[src/rtl/datapath_ctrl_fsm_pkg.sv]
// Shared definitions for the writeback-mux control sequencer: opcodes,
// mux select codes (also used where the 6-input writeback mux is instantiated),
// ALU op codes, FSM state encoding and small opcode decode helpers.
package datapath_ctrl_fsm_pkg;

  // Instruction opcodes, instr[15:12]
  localparam logic [3:0] OP_NOP  = 4'h0;
  localparam logic [3:0] OP_ADD  = 4'h1;
  localparam logic [3:0] OP_SUB  = 4'h2;
  localparam logic [3:0] OP_AND  = 4'h3;
  localparam logic [3:0] OP_OR   = 4'h4;
  localparam logic [3:0] OP_LD   = 4'h5;
  localparam logic [3:0] OP_ST   = 4'h6;
  localparam logic [3:0] OP_LDI  = 4'h7;
  localparam logic [3:0] OP_JAL  = 4'h8;
  localparam logic [3:0] OP_MOV  = 4'h9;
  localparam logic [3:0] OP_CLR  = 4'hA;
  localparam logic [3:0] OP_HALT = 4'hF;

  // Writeback mux select codes
  localparam logic [2:0] SEL_ALU  = 3'd0;
  localparam logic [2:0] SEL_MEM  = 3'd1;
  localparam logic [2:0] SEL_IMM  = 3'd2;
  localparam logic [2:0] SEL_PC1  = 3'd3;
  localparam logic [2:0] SEL_REGB = 3'd4;
  localparam logic [2:0] SEL_ZERO = 3'd5;

  // ALU operation codes
  localparam logic [1:0] ALU_ADD = 2'b00;
  localparam logic [1:0] ALU_SUB = 2'b01;
  localparam logic [1:0] ALU_AND = 2'b10;
  localparam logic [1:0] ALU_OR  = 2'b11;

  // Sequencer states
  typedef enum logic [2:0] {
    S_FETCH  = 3'd0,
    S_DECODE = 3'd1,
    S_EXEC   = 3'd2,
    S_MEM    = 3'd3,
    S_WB     = 3'd4,
    S_HALT   = 3'd5
  } state_t;

  // Opcodes 0xB..0xE are undefined
  function automatic logic is_illegal_op(input logic [3:0] op);
    logic res;
    case (op)
      4'hB, 4'hC, 4'hD, 4'hE: res = 1'b1;
      default:                res = 1'b0;
    endcase
    return res;
  endfunction

  // Mux select for an opcode; ops that never write park the mux on zero
  function automatic logic [2:0] sel_for_op(input logic [3:0] op);
    logic [2:0] res;
    case (op)
      OP_ADD, OP_SUB, OP_AND, OP_OR: res = SEL_ALU;
      OP_LD:                         res = SEL_MEM;
      OP_LDI:                        res = SEL_IMM;
      OP_JAL:                        res = SEL_PC1;
      OP_MOV:                        res = SEL_REGB;
      default:                       res = SEL_ZERO;
    endcase
    return res;
  endfunction

  // ALU operation for an opcode; non-ALU ops leave the ALU on add
  function automatic logic [1:0] alu_for_op(input logic [3:0] op);
    logic [1:0] res;
    case (op)
      OP_ADD:  res = ALU_ADD;
      OP_SUB:  res = ALU_SUB;
      OP_AND:  res = ALU_AND;
      OP_OR:   res = ALU_OR;
      default: res = ALU_ADD;
    endcase
    return res;
  endfunction

endpackage

[src/rtl/datapath_ctrl_fsm_mem_wait_timer.sv]
// Memory wait counter: counts MEM cycles spent without mem_ready and flags
// the last allowed cycle so the sequencer can abort the access.
// CNT_W must satisfy 2**CNT_W > MEM_TIMEOUT.
module datapath_ctrl_fsm_mem_wait_timer #(
  parameter int unsigned MEM_TIMEOUT = 8,
  parameter int unsigned CNT_W       = 4
) (
  input  logic clk,
  input  logic rst,
  input  logic clr,
  input  logic en,
  output logic expired
);

  logic [CNT_W-1:0] cnt_r;

  // Wait counter: clear has priority over enable
  always_ff @(posedge clk) begin
    if (rst) begin
      cnt_r <= '0;
    end else if (clr) begin
      cnt_r <= '0;
    end else if (en) begin
      cnt_r <= cnt_r + CNT_W'(1);
    end else begin
      cnt_r <= cnt_r;
    end
  end

  assign expired = (cnt_r == CNT_W'(MEM_TIMEOUT - 1));

endmodule

[src/rtl/datapath_ctrl_fsm.sv]
// Multi-cycle control sequencer feeding the 6-input writeback mux.
// Every output is a register updated on the same edge as the state, so each
// output is a clean Moore decode of the state and the held opcode. ir_load is
// therefore high during the DECODE cycle, reporting the IR load made on the
// accept edge. src_sel/alu_op only change on an accept edge, so they stay
// settled from DECODE through WB/EXEC.
module datapath_ctrl_fsm
  import datapath_ctrl_fsm_pkg::*;
#(
  parameter int unsigned MEM_TIMEOUT = 8,
  parameter int unsigned CNT_W       = 4
) (
  input  logic        clk,
  input  logic        rst,
  input  logic [15:0] instr,
  input  logic        instr_valid,
  input  logic        mem_ready,
  output logic [2:0]  src_sel,
  output logic [1:0]  alu_op,
  output logic        ir_load,
  output logic        reg_we,
  output logic        mem_re,
  output logic        mem_we,
  output logic        pc_en,
  output logic        busy,
  output logic        err_illegal,
  output logic        err_timeout
);

  state_t      state_r;
  logic [15:0] ir_r;
  logic [3:0]  op_s;
  logic        tmr_clr_s;
  logic        tmr_en_s;
  logic        tmr_expired_s;
  logic        unused_operand_s;

  assign op_s = ir_r[15:12];
  // Operand fields are consumed by the datapath, not by the sequencer
  assign unused_operand_s = ^ir_r[11:0];

  // Timer control: count only while waiting in MEM, clear on any MEM exit
  always_comb begin
    tmr_clr_s = 1'b1;
    tmr_en_s  = 1'b0;
    if (state_r == S_MEM) begin
      tmr_clr_s = mem_ready | tmr_expired_s;
      tmr_en_s  = ~mem_ready;
    end else begin
      tmr_clr_s = 1'b1;
      tmr_en_s  = 1'b0;
    end
  end

  datapath_ctrl_fsm_mem_wait_timer #(
    .MEM_TIMEOUT (MEM_TIMEOUT),
    .CNT_W       (CNT_W)
  ) u_mem_wait_timer (
    .clk     (clk),
    .rst     (rst),
    .clr     (tmr_clr_s),
    .en      (tmr_en_s),
    .expired (tmr_expired_s)
  );

  // Sequencer: state, IR and all registered outputs
  always_ff @(posedge clk) begin
    if (rst) begin
      state_r     <= S_FETCH;
      ir_r        <= 16'h0000;
      src_sel     <= SEL_ALU;
      alu_op      <= ALU_ADD;
      ir_load     <= 1'b0;
      reg_we      <= 1'b0;
      mem_re      <= 1'b0;
      mem_we      <= 1'b0;
      pc_en       <= 1'b0;
      busy        <= 1'b0;
      err_illegal <= 1'b0;
      err_timeout <= 1'b0;
    end else begin
      // Strobes are single-cycle unless re-asserted below
      ir_load <= 1'b0;
      reg_we  <= 1'b0;
      mem_re  <= 1'b0;
      mem_we  <= 1'b0;
      pc_en   <= 1'b0;
      case (state_r)
        S_FETCH: begin
          if (instr_valid) begin
            ir_r    <= instr;
            ir_load <= 1'b1;
            src_sel <= sel_for_op(instr[15:12]);
            alu_op  <= alu_for_op(instr[15:12]);
            busy    <= 1'b1;
            state_r <= S_DECODE;
          end else begin
            busy    <= 1'b0;
            state_r <= S_FETCH;
          end
        end
        S_DECODE: begin
          if (op_s == OP_HALT) begin
            busy    <= 1'b0;
            state_r <= S_HALT;
          end else if (is_illegal_op(op_s)) begin
            // Undefined op is skipped: flag it and move the PC on
            err_illegal <= 1'b1;
            pc_en       <= 1'b1;
            busy        <= 1'b0;
            state_r     <= S_FETCH;
          end else if (op_s == OP_NOP) begin
            // NOP retires in EXEC
            pc_en   <= 1'b1;
            busy    <= 1'b1;
            state_r <= S_EXEC;
          end else begin
            busy    <= 1'b1;
            state_r <= S_EXEC;
          end
        end
        S_EXEC: begin
          if (op_s == OP_LD) begin
            mem_re  <= 1'b1;
            busy    <= 1'b1;
            state_r <= S_MEM;
          end else if (op_s == OP_ST) begin
            mem_we  <= 1'b1;
            busy    <= 1'b1;
            state_r <= S_MEM;
          end else if (op_s == OP_NOP) begin
            busy    <= 1'b0;
            state_r <= S_FETCH;
          end else begin
            reg_we  <= 1'b1;
            pc_en   <= 1'b1;
            busy    <= 1'b1;
            state_r <= S_WB;
          end
        end
        S_MEM: begin
          if (mem_ready) begin
            // Completion wins over a simultaneous timeout
            if (op_s == OP_LD) begin
              reg_we  <= 1'b1;
              pc_en   <= 1'b1;
              busy    <= 1'b1;
              state_r <= S_WB;
            end else begin
              pc_en   <= 1'b1;
              busy    <= 1'b0;
              state_r <= S_FETCH;
            end
          end else if (tmr_expired_s) begin
            // Abort: no write and no PC advance
            err_timeout <= 1'b1;
            busy        <= 1'b0;
            state_r     <= S_FETCH;
          end else begin
            mem_re  <= (op_s == OP_LD);
            mem_we  <= (op_s == OP_ST);
            busy    <= 1'b1;
            state_r <= S_MEM;
          end
        end
        S_WB: begin
          busy    <= 1'b0;
          state_r <= S_FETCH;
        end
        S_HALT: begin
          busy    <= 1'b0;
          state_r <= S_HALT;
        end
        default: begin
          busy    <= 1'b0;
          state_r <= S_FETCH;
        end
      endcase
    end
  end

endmodule

[config.mk]
export PLATFORM = sky130hd
export DESIGN_NAME = datapath_ctrl_fsm
export DESIGN_NICKNAME = d
export VERILOG_FILES = /design/src/rtl/datapath_ctrl_fsm_pkg.sv /design/src/rtl/datapath_ctrl_fsm_mem_wait_timer.sv /design/src/rtl/datapath_ctrl_fsm.sv
export SDC_FILE = /design/constraint.sdc
export NUM_CORES = 1
export LEC_CHECK = 0
export CAP_MARGIN = 5
export CORE_UTILIZATION = 28
export DETAILED_ROUTE_END_ITERATION = 10
export GPL_TIMING_DRIVEN = 0
export SYNTH_ARGS = -nofsm -noshare
export SYNTH_HDL_FRONTEND = slang
export SYNTH_HIERARCHICAL = 1
export SYNTH_SLANG_ARGS = --single-unit
[constraint.sdc]
create_clock -name clk -period 2.3 [get_ports clk]
set_input_delay 0.46 -clock clk [delete_from_list [all_inputs] [get_ports clk]]
set_output_delay 0.46 -clock clk [all_outputs]
set_load 0.02 [all_outputs]
==> summary.md <==
| Metric | Value |
|---|---|
| Clk_skew | 3.36 ps |
| Final worst-path cycle share | 85.0% |
| Antenna viol nets, final | 0 |
| Setup TNS | 0 ps |
| Primary FF master, synth | dfxtp_1 |
| Via density | roughly 4.7 |
| Slowest stage delay, CP | 570 ps |
| CTS tree | yes |
| Longest Clk Path Bufs | 2 |
| Sw Ratio | around a quarter |
| Worst min path class | flip-flop to flip-flop |
| Sequential-to-total area share from yosys stat | 38.7% |
| Fillers | around 430 |
| H-Tree Depth | 1 |
| Pin count of the biggest net entering global routing | 13 |
| WL per Instance | 11.6 um |
| Worst hold slack | around 460 ps |
| Combinational power share | between 10% and 20% |
| Number of synthesized flops with an enable pin | 0 |
| GRT Overall Usage | 11.6% |
| Worst-path clk slew | 80 ps |
| Hold_buf cts | 0 |
| Commonest non-fill, non-tap cells in the layout | dfxtp_1 (24), clkdlybuf4s50_1 (18), nand2_1 (17), a21oi_1 (17), nor2_1 (14) |
| Worst vdd ir | roughly 0.00019 V |
| Die H | 68.6 um |
| Die Area | 4700 um2 |
| Yosys warning count | 6 |
| Root Buffer | clkbuf_8 |
| Place WS | about 110 ps |
| DR vias | between 1000 and 1500 |
| Int Pwr | 626 uW |
| Flops & latches, synth | 24 |
| Synth top area share | 38.7% |
| RSZ-0062 raised after global routing | false |
| Crit path arrival time | 2150 ps |
| Internal reg-to-reg setup slack | 370 ps |
| Area of the multi-input gates | 671 um2 |
| Setup repair bufs after CTS | 0 |
| Vias in the first global route | 926 |
| Nets | 195 |
| Syn avg cell area | 8.50 um2 |
| Worst-Margin Slew | 701 ps |
| Switching power | 226 uW |
| Area growth, synth to finish | 22.9% |
| Antenna Diode Count | 0 |
| Initial antenna violation count | 0 |
| Clock power frac | 28.4% |
| Leak | 0.000570 uW |
| Syn Inst Count | about 150 |
| Register area | 480 um2 |
| Worst Setup Start Kind | input pin |
| Design Power | ~850 uW |
| Final WL | 2510 um |
| Slew headroom | 52.9% |
| Final hold violations | 0 |
| Synth area leaders | dfxtp_1 (39%), a21oi_1 (6.9%), ha_1 (6.0%), nand2_1 (5.1%), nor2_1 (4.2%) |
| GPL Wtd Cong | 0.809 |
| Worst skew pair latency | 260 ps |
| Yosys top cell by area | dfxtp_1 |
| DR iter-0 viols | 32 |
| CP max-delay cell | nor4_1 |
| Rows | 23 |
| Input/output buffers | 18 |
| Crit path cell chain | clkdlybuf4s50_1, nor4_1, inv_1, or2_2, a21oi_1 |
| Commonest non-fill, non-tap cell in the layout | dfxtp_1 |
| Die Wd | 68.6 um |
| Cell Area, Synth | around 1200 um2 |
| Max_cap viols | 0 |
| Syn Nets | 172 |
| Top Ports | 33 |
| Num CTS Buffers | 3 |
| Max frequency | 511 MHz |
| Clock sink count | 24 |
| Initial Utilization | 30.2% |
| Outcome | complete, no violations |
| Share of power burned in registers | 51.7% |
| Ys async rst share | 0% |
| Core Box Area | 4120 um2 |
| Pwr dens | roughly 560 nW/um2 |
| CP endpoint kind | flip-flop |
| Crit Path Class | input pin to flip-flop |
| Post-layout util | 37.1% |
| First-pass GRT wire length | 4160 um |
| Fin crit period | 1960 ps |
| Crit path required time | roughly 2500 ps |
| Slew Limit Fails | 0 |
| CP max FO | 4 |
| Post-CTS sizing | 0 |
| Layout cells sized above 1 | 8.98% |
| Setup WS post-layout | 345 ps |
| DR pass1 iterations | 4 |
| Drt drc | 0 |
| DP Wirelength | 1810 um |
| Overflow after GRT | 0 |
| Final-report setup violation count | 0 |
| Count of cell types in the netlist | 43 |
==> per-stage QoR <==
step	instance area (um2)	cells
2_1_floorplan	1240	146
3_3_place_gp	1480	214
3_5_place_dp	1480	214
4_1_cts	1530	217
5_1_grt	1530	217
6_report	1530	217
==> synth_stat cells (all sizes together), types with 3 or more instances <==
cell type  count
ha             6
nor2          15
inv            8
a21oi         17
nand2         17
buf            6
dfxtp         24
mux2i          3
clkbuf         5
o21ai          4
o221ai         3
nor3           4
==> flip-flops by register name (all words and copies together) (netlist names), 2 cells and up <==
name and count:
u_mem_wait_timer/cnt_r 4, src_sel 3, alu_op 2, state_r 3, ir_r 4
==> routing by layer <==
layer,wire [um],up-vias,track usage (%)
met4,29,0,4.17
met2,1120,19,18.4
li1,-,551,-
met3,78,2,1.81
met5,0,-,0
met1,1290,452,15.7
==> layout make-up <==
| class | instances | share of cell area [%] |
|---|---|---|
| well taps | 50 | 4.10 |
| inverters | 8 | 1.97 |
| clock buffers | 3 | 2.71 |
| flip-flops and latches | 24 | 31.5 |
| plain buffers | 11 | 3.94 |
| multi-input cells | 103 | 44.0 |
| repair buffers | 18 | 11.8 |
==> logic make-up (layout without fill, tap and decap cells) <==
group,Yosys count,count (layout),share of synthesized area (%)
AO/OA/AOI/OAI,34,34,17.3
flip-flops,24,24,38.7
buffers and inverters,19,40,7.26
multiplexers,4,4,3.33
XOR/XNOR,3,3,2.12
AND/OR/NAND/NOR,56,56,25.2
adder cells (fa/ha/maj),6,6,6.05
==> worst max-delay path: cells and delay by family <==
family	cells	cell delay, ps
AND/OR/NAND/NOR	2	940
buffers and inverters	2	630
AO/OA/AOI/OAI	1	120
==> power groups by stage <==
stage,clock (uW),combinational [uW],sequential (uW)
5_1_grt,267,186,442
6_report,242,169,441
3_5_place_dp,0,169,450
3_3_place_gp,0,169,451
4_1_cts,256,170,441
2_1_floorplan,0,102,463
==> worst paths after layout <==
| path | end | cells after the start | start |
|---|---|---|---|
| worst min-delay path | src_sel[2]$_SDFFE_PP0P_ | 2 | src_sel[2]$_SDFFE_PP0P_ |
| worst max register to register | u_mem_wait_timer/cnt_r[2]$_SDFFE_PP0P_ | 7 | u_mem_wait_timer/cnt_r[0]$_SDFFE_PP0P_ |
| worst min register to register | src_sel[2]$_SDFFE_PP0P_ | 2 | src_sel[2]$_SDFFE_PP0P_ |
| worst max-delay path | u_mem_wait_timer/cnt_r[2]$_SDFFE_PP0P_ | 5 | mem_ready |
Note: power is estimated with default switching activity, not from simulation.
